## config.mk

```make
export PLATFORM = sky130hd
export DESIGN_NAME = adder_accum
export DESIGN_NICKNAME = d
export VERILOG_FILES = /design/src/rtl/adder_accum.sv
export SDC_FILE = /design/constraint.sdc
export NUM_CORES = 1
export LEC_CHECK = 0
export ABC_CLOCK_PERIOD_IN_PS = 4820
export BUFFER_PORTS_ARGS = -buffer_cell sky130_fd_sc_hd__buf_2
export CAP_MARGIN = 20
export CORE_AREA = 2 2 50 52
export DETAILED_ROUTE_END_ITERATION = 8
export DIE_AREA = 0 0 52 54
export PLACE_DENSITY = 0.76
export SLEW_MARGIN = 20
export SYNTH_ARGS = -nofsm -noshare
export SYNTH_HDL_FRONTEND = slang
export SYNTH_SLANG_ARGS = --single-unit
```

## constraint.sdc

```tcl
create_clock -name clk -period 4.82 [get_ports clk]
set_input_delay 0.723 -clock clk [delete_from_list [all_inputs] [get_ports clk]]
set_output_delay 0.723 -clock clk [all_outputs]
set_load 0.05 [all_outputs]
```

## src/rtl/adder_accum.sv

```systemverilog
// Streaming burst accumulator: sums 8-bit operands modulo 2^DATA_WIDTH, tracks a sticky
// wrap flag and a saturating beat count, then presents the total on an output handshake.
module adder_accum #(
    parameter int unsigned DATA_WIDTH = 8,
    parameter int unsigned CNT_WIDTH  = 4
) (
    input  logic                  clk,
    input  logic                  resetn,
    input  logic                  in_valid,
    output logic                  in_ready,
    input  logic [DATA_WIDTH-1:0] in_data,
    input  logic                  in_last,
    output logic                  out_valid,
    input  logic                  out_ready,
    output logic [DATA_WIDTH-1:0] out_sum,
    output logic                  out_carry,
    output logic [CNT_WIDTH-1:0]  out_count
);

    typedef enum logic [1:0] {
        StIdle,
        StAccum,
        StDone
    } state_t;

    state_t                  r_state;
    state_t                  w_state_nxt;
    logic [DATA_WIDTH-1:0]   r_acc;
    logic [DATA_WIDTH-1:0]   w_acc_nxt;
    logic                    r_carry;
    logic                    w_carry_nxt;
    logic [CNT_WIDTH-1:0]    r_count;
    logic [CNT_WIDTH-1:0]    w_count_nxt;
    logic                    r_live;

    logic                    w_accept;
    logic [DATA_WIDTH:0]     w_sum_wide;
    logic [CNT_WIDTH-1:0]    w_count_inc;
    logic [CNT_WIDTH-1:0]    w_count_one;

    // Holds in_ready low until the first clock edge after reset is released.
    always_ff @(posedge clk or negedge resetn) begin
        if (!resetn) begin
            r_live <= 1'b0;
        end else begin
            r_live <= 1'b1;
        end
    end

    assign in_ready  = r_live & (r_state != StDone);
    assign w_accept  = in_valid & in_ready;

    assign w_sum_wide  = {1'b0, r_acc} + {1'b0, in_data};
    assign w_count_one = {{(CNT_WIDTH-1){1'b0}}, 1'b1};
    assign w_count_inc = (r_count == {CNT_WIDTH{1'b1}}) ? r_count : r_count + w_count_one;

    always_comb begin
        w_state_nxt = r_state;
        w_acc_nxt   = r_acc;
        w_carry_nxt = r_carry;
        w_count_nxt = r_count;
        case (r_state)
            StIdle: begin
                if (w_accept) begin
                    w_acc_nxt   = in_data;
                    w_carry_nxt = 1'b0;
                    w_count_nxt = w_count_one;
                    w_state_nxt = in_last ? StDone : StAccum;
                end
            end
            StAccum: begin
                if (w_accept) begin
                    w_acc_nxt   = w_sum_wide[DATA_WIDTH-1:0];
                    w_carry_nxt = r_carry | w_sum_wide[DATA_WIDTH];
                    w_count_nxt = w_count_inc;
                    if (in_last) begin
                        w_state_nxt = StDone;
                    end
                end
            end
            StDone: begin
                if (out_ready) begin
                    w_acc_nxt   = '0;
                    w_carry_nxt = 1'b0;
                    w_count_nxt = '0;
                    w_state_nxt = StIdle;
                end
            end
            default: begin
                w_acc_nxt   = '0;
                w_carry_nxt = 1'b0;
                w_count_nxt = '0;
                w_state_nxt = StIdle;
            end
        endcase
    end

    always_ff @(posedge clk or negedge resetn) begin
        if (!resetn) begin
            r_state <= StIdle;
            r_acc   <= '0;
            r_carry <= 1'b0;
            r_count <= '0;
        end else begin
            r_state <= w_state_nxt;
            r_acc   <= w_acc_nxt;
            r_carry <= w_carry_nxt;
            r_count <= w_count_nxt;
        end
    end

    // Result fields read as zero outside DONE so partial sums never leak downstream.
    assign out_valid = (r_state == StDone);
    assign out_sum   = out_valid ? r_acc   : '0;
    assign out_carry = out_valid ? r_carry : 1'b0;
    assign out_count = out_valid ? r_count : '0;

endmodule

```

==> impl.org <==
** Clocking
- Number of hold buffers added after CTS :: 0
- The number of setup buffers added after CTS is 0.
- Htree depth :: 1
- Number of clock buffers inserted by TritonCTS :: 3
- Clock tree synthesis found a total of 16 sinks.
- The clock passes through at most 2 buffers.
- Clock insertion delay at the later pin of the skew report :: 0.29 ns
- Clock-pin slew was measured on the worst setup and hold paths at 0.11 ns.
- CTS Root Buffer Type :: sky130_fd_sc_hd__clkbuf_4
- TritonCTS built the clock tree.
- Resized cells post-CTS :: 0

** Worst setup path
- The worst setup path is of the register to output pin kind.
- Worst Path Arrival :: 1.72 ns
- STA classifies the critical path endpoint as an output pin.
- Measured in cells, the most critical reg-to-reg path has a length of 7.
- Largest driver fanout on the critical path :: 15
- In this run the critical register-to-register path is launched from r_acc[0].
- Flop-to-flop setup slack :: 2.82 ns
- Crit. Startpoint :: r_state[0]
- STA classifies the critical path startpoint as a register.
- Critical path required time :: 4.10 ns

** GRT
- Global routing finished with a remaining overflow of 0.
- Antenna violations before repair :: 0
- Across every metal layer, demand over resource in global routing totals 0.222.
- First-pass GRT wire length :: 4670 um
- Maximum number of pins on one net before global-route repair :: 17
- Number of global-route vias before repair :: 1053

** Detailed routing
- The first detailed-routing pass ran for 4 iterations.
- DRT antenna net count :: 0
- Wires add up to 2780 um.
- Wire length per cell :: 14.6 um
- Drt via density :: 5.70
- Via count of the routed design :: 1089
- For this run, design rule violations remaining after detail routing come to 0.
- First DRT Iteration DRCs :: 25

** Synth
- Total of flip-flops plus latches after synthesis :: 16
- The average instance in the mapped netlist occupies 8.98 um2.
- Summing every instance area after synthesis gives 0.00121 mm2.
- Synthesis instantiated 42 different standard cells from the library.
- Sequential-to-total area share from yosys stat :: 0.330
- The number of nets in the synthesized netlist is 158.
- After technology mapping, the gate count stands at 135.
- Yosys printed 0 warnings.

** STA
- The clock arrives with 0.00368 ns of skew.
- Setup repair after global routing left no endpoint under its margin.
- Final worst path period share :: 0.508
- Measured against its own limit, the worst slew margin works out to 0.624.
- The final hold violation count came to 0.
- FMAX :: 0.409 GHz
- For the pin with the worst max-slew slack, the measured transition is 0.564 ns.
- Final period demand of the worst path :: 2.45 ns
- Aggregate negative setup slack :: 0 ns
- Final Max Slew Viols :: 0
- Setup violations remaining at the end of the flow were counted as 0.

** Pwr
- In this run the power density over the cells is 415 mW/mm2.
- Largest voltage drop on the vdd net :: 212 uV
- In this run the static leakage power is 0.686 nW.

** Floorplanning
- The floorplan step defined a core boundary enclosing 0.00232 mm2.
- Initial core utilization :: 0.523
- Measured along the x axis, the die boundary spans 52 um.
- I/O pin total :: 28
- Row generation in the floorplan step produced 18 rows.
- Total Die Area :: 0.00281 mm2
- The floorplan step set the die height to 54 um.

** Place
- Detailed placement finished with a half-perimeter wire length of 2050 um.
- Weighted congestion reported at the end of routability-driven placement :: 0.864
- During placement, the flow inserted port buffers numbering 27.

** Run status
- Outcome :: finished, final reports clean

** Layout
- Count of inserted antenna diode cells :: 0
- For this run, the post-layout net count is 185.
- Proportion of layout cells with a drive suffix above 1 :: 0.242
- At the end of the flow the core is filled with cells to 0.599.
- Layout area overhead :: 14.6%

** Min path
- Worst min-delay path category :: primary input to async pin

** Run
- Max-cap violations in this run came to 0.
[cells by family (layout without fill, tap and decap cells)]
logic type / after synthesis / after routing / synth area share
other cells: 1 / 1 / 0.00309
simple gates: 48 / 48 / 0.209
fa+ha+maj: 10 / 10 / 0.109
mux: 2 / 2 / 0.0165
compound gates: 44 / 44 / 0.256
flops: 16 / 16 / 0.330
buf+inv: 9 / 35 / 0.0392
xor+xnor: 5 / 5 / 0.0361
[routing by layer]
| layer | up-vias | GRT usage | part of all wire |
|---|---|---|---|
| li1 | 531 | - | - |
| met3 | 2 | 0.0278 | 0.032 |
| met1 | 536 | 0.294 | 0.46 |
| met5 | - | 0 | 0 |
| met4 | 0 | 0.0614 | 0.0061 |
| met2 | 20 | 0.380 | 0.50 |
[metrics by stage]
stage,setup WS (ns),instance area (um2),hold WS (ns),cells,total power (W)
2_1_floorplan,2.27,1210,0.427,135,0.000424
3_3_place_gp,2.43,1350,0.489,187,0.000468
3_5_place_dp,2.39,1350,0.506,187,0.000481
4_1_cts,2.37,1390,0.337,191,0.000577
5_1_grt,2.28,1390,0.362,191,0.000617
6_report,2.37,1390,0.327,191,0.000576
[worst max-delay path, stage by stage, from the launching register on]
cell and delay (ns):
sky130_fd_sc_hd__dfrtp_1 0.54, sky130_fd_sc_hd__nand2b_4 0.23, sky130_fd_sc_hd__inv_2 0.22, sky130_fd_sc_hd__and2_4 0.19, sky130_fd_sc_hd__buf_2 0.25
[state kept, by name (all words and copies together) (netlist names)]
signal   flops
r_acc        8
r_live       1
r_state      2
r_carry      1
r_count      4
[power breakdown]
| part | internal [W] | switching (W) |
|---|---|---|
| combinational | 0.000117 | 0.000153 |
| sequential | 0.000171 | 0.0000423 |
| clock | 0.0000460 | 0.0000477 |
| total | 0.000334 | 0.000243 |
[placed cells by master (no fill, tap or decap), types with 3 or more instances in the layout]
master and n:
sky130_fd_sc_hd__buf_2 27, sky130_fd_sc_hd__xor2_1 3, sky130_fd_sc_hd__inv_1 3, sky130_fd_sc_hd__a21oi_1 9, sky130_fd_sc_hd__dfrtp_1 16, sky130_fd_sc_hd__ha_1 9
sky130_fd_sc_hd__nand3_1 3, sky130_fd_sc_hd__o21ai_1 3, sky130_fd_sc_hd__nand2_1 9, sky130_fd_sc_hd__o21a_1 3, sky130_fd_sc_hd__o31ai_1 3, sky130_fd_sc_hd__a211oi_1 3
sky130_fd_sc_hd__o22ai_1 3, sky130_fd_sc_hd__o21ai_0 7, sky130_fd_sc_hd__nor3_1 3, sky130_fd_sc_hd__and2_1 14, sky130_fd_sc_hd__clkbuf_4 3, sky130_fd_sc_hd__nor2_1 11
[synth_stat cells, drive strengths merged]
cell type	instances	area, um2
nand2b	3	26.3
xor2	3	26.3
xnor2	2	17.5
nand3	3	15.0
ha	9	113
mux2i	2	20.0
a211oi	4	35.0
inv	4	15.0
a22oi	1	21.3
nand2	9	33.8
o22ai	4	31.3
conb	1	3.75
o211ai	1	7.51
a31oi	2	12.5
o21ai	10	50.0
and2	15	96.3
and3	2	12.5
a32o	1	10.0
o21bai	1	7.51
nor3	3	15.0
a22o	1	8.76
dfrtp	16	400
fa	1	20.0
o21a	3	22.5
buf	4	28.8
a21oi	10	53.8
o31ai	4	35.0
nor3b	1	7.51
nor2b	1	6.26
nor2	11	41.3
clkbuf	1	3.75
a21o	2	15.0
[final cells by class]
class / instances / area (um2)
Clock buffer: 4 / 36.3
Fill cell: 212 / 931
Inverter: 4 / 15.0
Multi-Input combinational cell: 110 / 764
Sequential cell: 16 / 400
Tap cell: 30 / 37.5
Timing Repair Buffer: 27 / 135
[path summary, 6_finish.rpt]
check                        endpoint
setup / recovery           out_sum[7]
max in group asynchronous    r_acc[5]
hold reg to reg              r_acc[0]
setup reg to reg             r_acc[6]
min in group clk             r_acc[0]
hold / removal               r_acc[0]
(Power assumes the default switching activity.)
